--- config.mk ---
export PLATFORM = sky130hd
export DESIGN_NAME = load_store_unit
export DESIGN_NICKNAME = d
export VERILOG_FILES = /design/src/rtl/lsu_pkg.sv /design/src/rtl/lsu_align.sv /design/src/rtl/load_store_unit.sv
export SDC_FILE = /design/constraint.sdc
export NUM_CORES = 1
export LEC_CHECK = 0
export ABC_CLOCK_PERIOD_IN_PS = 4600
export BUFFER_PORTS_ARGS = -buffer_cell sky130_fd_sc_hd__buf_2
export CORE_MARGIN = 3
export CORE_UTILIZATION = 49
export DETAILED_ROUTE_END_ITERATION = 8
export PLACE_DENSITY = 0.77
export SLEW_MARGIN = 20
export SYNTH_ARGS = -nofsm -noshare
export SYNTH_HDL_FRONTEND = slang
export SYNTH_SLANG_ARGS = --single-unit
--- constraint.sdc ---
create_clock -name clk -period 4.6 [get_ports clk]
set_input_delay 0.46 -clock clk [delete_from_list [all_inputs] [get_ports clk]]
set_output_delay 0.46 -clock clk [all_outputs]
set_load 0.01 [all_outputs]
--- src/rtl/lsu_pkg.sv ---
// Shared encodings for the load/store unit: access sizes, FSM states and lane masks.
package lsu_pkg;

    localparam logic [1:0] SZ_BYTE = 2'b00;
    localparam logic [1:0] SZ_HALF = 2'b01;
    localparam logic [1:0] SZ_WORD = 2'b10;

    localparam logic [31:0] LANE_MASK_BYTE = 32'h0000_00FF;
    localparam logic [31:0] LANE_MASK_HALF = 32'h0000_FFFF;

    typedef enum logic [1:0] {
        IDLE      = 2'd0,
        LOAD_WAIT = 2'd1,
        RMW_MERGE = 2'd2,
        RESP      = 2'd3
    } lsu_state_t;

    // Illegal size or an address not naturally aligned to the access size.
    function automatic logic is_bad_access(input logic [1:0] size, input logic [1:0] offset);
        logic bad;
        case (size)
            SZ_BYTE: bad = 1'b0;
            SZ_HALF: bad = offset[0];
            SZ_WORD: bad = (offset != 2'b00);
            default: bad = 1'b1;
        endcase
        return bad;
    endfunction

endpackage

--- src/rtl/lsu_align.sv ---
// Combinational lane logic: load extract/extend and sub-word store merge (little-endian lanes).
module lsu_align
    import lsu_pkg::*;
(
    input  logic [31:0] rdata,
    input  logic [15:0] wdata,
    input  logic [1:0]  size,
    input  logic [1:0]  offset,
    input  logic        is_signed,
    output logic [31:0] load_data,
    output logic [31:0] merged
);

    logic [31:0] shifted;
    logic [31:0] lane_mask;
    logic [31:0] lane_data;

    always_comb begin
        shifted = rdata >> {offset, 3'b000};
        case (size)
            SZ_BYTE: load_data = {{24{is_signed & shifted[7]}}, shifted[7:0]};
            SZ_HALF: load_data = {{16{is_signed & shifted[15]}}, shifted[15:0]};
            default: load_data = shifted;
        endcase
    end

    // Replicate the store data across lanes, then keep only the addressed lane(s).
    always_comb begin
        case (size)
            SZ_BYTE: begin
                lane_mask = LANE_MASK_BYTE << {offset, 3'b000};
                lane_data = {4{wdata[7:0]}};
            end
            SZ_HALF: begin
                lane_mask = LANE_MASK_HALF << {offset[1], 4'b0000};
                lane_data = {2{wdata}};
            end
            default: begin
                lane_mask = 32'h0000_0000;
                lane_data = {2{wdata}};
            end
        endcase
        merged = (rdata & ~lane_mask) | (lane_data & lane_mask);
    end

endmodule

--- src/rtl/load_store_unit.sv ---
// Memory-stage load/store unit in front of a word-addressed data memory.
// Optional word-index range fault: define LSU_BOUNDS_CHECK_EN.
module load_store_unit
    import lsu_pkg::*;
#(
    parameter int MEM_WORDS = 1024,
    parameter int ADDR_W    = 32
) (
    input  logic              clk,
    input  logic              rst,
    input  logic              req_valid,
    output logic              req_ready,
    input  logic              req_write,
    input  logic [1:0]        req_size,
    input  logic              req_signed,
    input  logic [ADDR_W-1:0] req_addr,
    input  logic [31:0]       req_wdata,
    output logic              resp_valid,
    output logic [31:0]       resp_rdata,
    output logic              resp_fault,
    output logic              stall,
    output logic              mem_readEn,
    output logic              mem_writeEn,
    output logic [31:0]       mem_address,
    output logic [31:0]       mem_WriteData,
    input  logic [31:0]       mem_ReadData
);

    if (MEM_WORDS < 1 || ADDR_W < 3 || ADDR_W > 34) begin : g_cfg_check
        $error("load_store_unit: unsupported MEM_WORDS/ADDR_W");
    end

    lsu_state_t  state, state_n;
    logic [1:0]  offset_q, offset_n;
    logic [15:0] wdata_q, wdata_n;
    logic [1:0]  size_q, size_n;
    logic        signed_q, signed_n;
    logic        fault_q, fault_n;
    logic [31:0] rdata_q, rdata_n;

    logic        resp_valid_n, resp_fault_n, mem_readEn_n, mem_writeEn_n;
    logic [31:0] resp_rdata_n, mem_address_n, mem_WriteData_n;

    logic        out_of_range;
    logic        req_fault;
    logic [31:0] load_data, merged;

`ifdef LSU_BOUNDS_CHECK_EN
    assign out_of_range = (req_addr >> 2) >= ADDR_W'(MEM_WORDS);
`else
    assign out_of_range = 1'b0;
`endif

    assign req_fault = is_bad_access(req_size, req_addr[1:0]) || out_of_range;
    assign req_ready = (state == IDLE);
    assign stall     = (state != IDLE);

    lsu_align u_align (
        .rdata     (mem_ReadData),
        .wdata     (wdata_q),
        .size      (size_q),
        .offset    (offset_q),
        .is_signed (signed_q),
        .load_data (load_data),
        .merged    (merged)
    );

    always_comb begin
        state_n         = state;
        offset_n        = offset_q;
        wdata_n         = wdata_q;
        size_n          = size_q;
        signed_n        = signed_q;
        fault_n         = fault_q;
        rdata_n         = rdata_q;
        resp_valid_n    = 1'b0;
        resp_fault_n    = 1'b0;
        resp_rdata_n    = 32'h0;
        mem_readEn_n    = 1'b0;
        mem_writeEn_n   = 1'b0;
        mem_address_n   = mem_address;
        mem_WriteData_n = mem_WriteData;

        case (state)
            IDLE: begin
                if (req_valid) begin
                    offset_n      = req_addr[1:0];
                    wdata_n       = req_wdata[15:0];
                    size_n        = req_size;
                    signed_n      = req_signed;
                    fault_n       = req_fault;
                    rdata_n       = 32'h0;
                    mem_address_n = 32'(req_addr >> 2);
                    if (req_fault) begin
                        state_n = RESP;
                    end else if (!req_write) begin
                        mem_readEn_n = 1'b1;
                        state_n      = LOAD_WAIT;
                    end else if (req_size == SZ_WORD) begin
                        mem_writeEn_n   = 1'b1;
                        mem_WriteData_n = req_wdata;
                        state_n         = RESP;
                    end else begin
                        mem_readEn_n = 1'b1;
                        state_n      = RMW_MERGE;
                    end
                end
            end
            LOAD_WAIT: begin
                rdata_n = load_data;
                state_n = RESP;
            end
            RMW_MERGE: begin
                mem_writeEn_n   = 1'b1;
                mem_WriteData_n = merged;
                state_n         = RESP;
            end
            RESP: begin
                resp_valid_n = 1'b1;
                resp_fault_n = fault_q;
                resp_rdata_n = rdata_q;
                state_n      = IDLE;
            end
            default: state_n = IDLE;
        endcase
    end

    // Reset wins over any in-flight access, so a pending merge write is dropped.
    always_ff @(posedge clk) begin
        if (!rst) begin
            state         <= IDLE;
            offset_q      <= 2'b00;
            wdata_q       <= 16'h0;
            size_q        <= 2'b00;
            signed_q      <= 1'b0;
            fault_q       <= 1'b0;
            rdata_q       <= 32'h0;
            resp_valid    <= 1'b0;
            resp_fault    <= 1'b0;
            resp_rdata    <= 32'h0;
            mem_readEn    <= 1'b0;
            mem_writeEn   <= 1'b0;
            mem_address   <= 32'h0;
            mem_WriteData <= 32'h0;
        end else begin
            state         <= state_n;
            offset_q      <= offset_n;
            wdata_q       <= wdata_n;
            size_q        <= size_n;
            signed_q      <= signed_n;
            fault_q       <= fault_n;
            rdata_q       <= rdata_n;
            resp_valid    <= resp_valid_n;
            resp_fault    <= resp_fault_n;
            resp_rdata    <= resp_rdata_n;
            mem_readEn    <= mem_readEn_n;
            mem_writeEn   <= mem_writeEn_n;
            mem_address   <= mem_address_n;
            mem_WriteData <= mem_WriteData_n;
        end
    end

endmodule

==> qor.csv <==
stage,metric,value,unit
sta,finalSetupViolations,0,
sta,timing.final.crit_share,0.6152,
cts,clockRootBuffer,clkbuf_16,
min_path,worstHoldPathType,in -> reg,
sta,fin_crit,2830,ps
cells_and_area,antenna_cells,0,
cells_and_area,fin_nets,1051,
cells_and_area,drive_gt1_frac,0.2699,
worst_setup_path,endpoint_kind,flip-flop,
cts,cts_setup_buffers,0,
pwr,p_int,2.806,mW
pwr,p_comb_frac,0.310,
synthesis,avgSynthCellArea,8.463,sq um
global_routing,grt_pass1_vias,5607,
global_routing,grt_max_degree,67,
global_routing,antenna_found_initial,0,
worst_setup_path,cp_data_required_time,4950,ps
cts,cts_max_level,4,
global_routing,track_usage,0.2505,
sta,drv_slew,0,
route,drtIter0Drc,582,
cts,cts_resized,0,
pwr,p_sw_frac,0.3552,
cts,clockBufferDepth,2,
placement,dp_hpwl,13290,microns
die,core_area,12980,sq um
route,drc,0,
synthesis,yosysMostFrequentCell,dfxtp_1,
worst_setup_path,critPathKind,reg -> reg,
worst_setup_path,crit_fanout,64,
synthesis,synth_warnings,0,
cells_and_area,fillers,1165,
die,rows,41,
synthesis,synth_edf_count,0,
route,drt-total-wl,18860,microns
sta,fin_setup_tns,0,ps
global_routing,grt_pass1_wl,29310,microns
global_routing,overflow,0,
cells_and_area,ff_latch_area,3083,sq um
die,pin_count,205,
synthesis,yosysTopAreaCellShare,0.4623,
synthesis,synth_common_cells,"154 x dfxtp_1, 152 x nand2_1, 60 x a21oi_1, 58 x o21ai_0, 52 x clkbuf_1",
pwr,p_clk_frac,0.303,
synthesis,ys_types,47,
worst_setup_path,r2r_cells,7,
cts,numCtsBuffers,17,
synthesis,synthFlopType,dfxtp_1,
route,routedWlPerCell,16.72,microns
cts,worstSkewPairLatency,430,ps
pwr,cellPowerDensity,532.1,nW/um^2
cts,cts.sinks,154,
cts,cts_hold_buf,0,
pwr,seq_power_share,0.387,
min_path,hp-start,req_addr[4],
route,viasPerCell,5.556,
pwr,total_power,4.351,mW
die,dieArea,15050,sq um
pwr,ir_drop,0.2993,mV
sta,fmax,353.3,MHz
worst_setup_path,startpoint_type,flip-flop,
synthesis,ys_ff_latch,154,
pwr,p_leak,3.688,nW
worst_setup_path,rrSetupSlack,1770,ps
worst_setup_path,reg2reg_from,state[0],
die,die_x,122.7,microns
cells_and_area,multi_input_area,3252,sq um
synthesis,synthTopCellsByArea,"dfxtp_1 46%, nand2_1 8.6%, and3_1 4.7%, a21oi_1 4.5%, o21ai_0 4.4%",
pwr,p_switching,1.545,mW
flow_run,maxCapViolCount,0,
cells_and_area,area_delta_synth_final,22.63,%
synthesis,yosys.area.top_type,dfxtp_1,
min_path,whs_endpoint,mem_address[2],
sta,finalHoldViolCount,0,
synthesis,yosysSeqAreaShare,0.4623,
cells_and_area,final_util,0.6301,
min_path,holdPathStages,3,
sta,tightest_slew,1066,ps
worst_setup_path,reg2reg_to,mem_WriteData[1],
sta,relSlewSlack,0.2866,
synthesis,syn-cell-area,6669,sq um
sta,rsz0062_at_grt,no,
cts,clk_pin_slew_worst_paths,60,ps
synthesis,async_flop_share,0,
worst_setup_path,critPathArrivalTime,3180,ps
sta,fin_skew,6.245,ps
synthesis,syn_inst,788,
route,postRouteAntennaNets,0,
die,die_h,122.7,microns
route,num_vias,6267,
placement,gp_congestion,0.9642,
die,start_util,0.5138,
cts,cts_tree,yes,
placement,io_buffers,202,
run_status,outcome,"complete, no violations",
route,drt_first_pass_iters,5,
==> state kept, by name (all words and copies together) (netlist names) <==
register	count
signed_q	1
mem_address	30
mem_WriteData	32
offset_q	2
mem_writeEn	1
resp_valid	1
wdata_q	16
resp_fault	1
state	2
resp_rdata	32
size_q	2
fault_q	1
rdata_q	32
mem_readEn	1
==> area by class of cell <==
class / count / area share
multi-input combinational: 557 / 0.3976
inverter: 6 / 0.002754
clock inverter: 11 / 0.01178
clock buffer: 21 / 0.05630
tap: 172 / 0.02632
sequential: 154 / 0.3770
timing repair buffer: 207 / 0.1282
==> metrics by stage <==
stage	instance area [sq um]	setup WS, ps	hold slack, ps	instances
floorplan	6673	2707	416.8	789
global placement	7621	1894	431.0	1096
detailed placement	7621	1776	437.7	1096
CTS	8178	1765	256.0	1128
global route	8178	1496	258.5	1128
finish	8178	1770	262.8	1128
==> metal layers <==
metal  GRT usage  vias up  wire (microns)
met4      0.1050        0             515
met5           0        -               0
li1            -     3080               -
met2      0.3792      265            8791
met1      0.3411     2882            8118
met3     0.06129       40            1437
==> power by group through the flow <==
stage	registers [mW]	logic [mW]	clock network, mW
6_report	1.69	1.35	1.32
5_1_grt	1.71	1.50	1.40
4_1_cts	1.68	1.34	1.33
3_5_place_dp	1.71	1.34	0
3_3_place_gp	1.71	1.31	0
2_1_floorplan	1.74	0.888	0
==> how the worst max path moves through the flow <==
| stage | slack (ps) | cells after the start | end | start |
|---|---|---|---|---|
| global route | 1500 | 7 | mem_WriteData[2] | state[0] |
| global placement | 1890 | 7 | mem_WriteData[4] | state[0] |
| detailed placement | 1780 | 7 | mem_WriteData[2] | state[1] |
| floorplan | 2710 | 7 | rdata_q[29] | state[0] |
| CTS | 1770 | 7 | mem_WriteData[2] | state[1] |
| finish | 1770 | 7 | mem_WriteData[1] | state[0] |
==> critical path: stages (launching register included) <==
cell      delay (ps)
dfxtp_1          330
inv_1            110
ha_1             300
nand2_2          640
o41ai_4          450
buf_4            520
o211ai_1         170
o22ai_1          180
==> cell families after synthesis <==
| group | share of synthesized area |
|---|---|
| and+or+nand+nor | 0.2002 |
| AOI/OAI and AO/OA | 0.2195 |
| DFF | 0.4623 |
| buffers and inverters | 0.05122 |
| muxes | 0.05685 |
| adders and majority gates | 0.009381 |
| other | 0.0005623 |
==> cells in the final DEF, fill, tap and decap left out, drive strengths merged, types with 9 or more instances in the layout <==
cell / instances
a21o: 9
a21oi: 60
a31oi: 17
and3: 50
buf: 207
clkbuf: 21
dfxtp: 154
mux2: 10
mux2i: 24
nand2: 153
nand2b: 21
nand3: 18
nor2: 16
o211ai: 32
o21ai: 61
o21bai: 16
o22ai: 16
No activity file was read; power rests on OpenSTA's default activity.
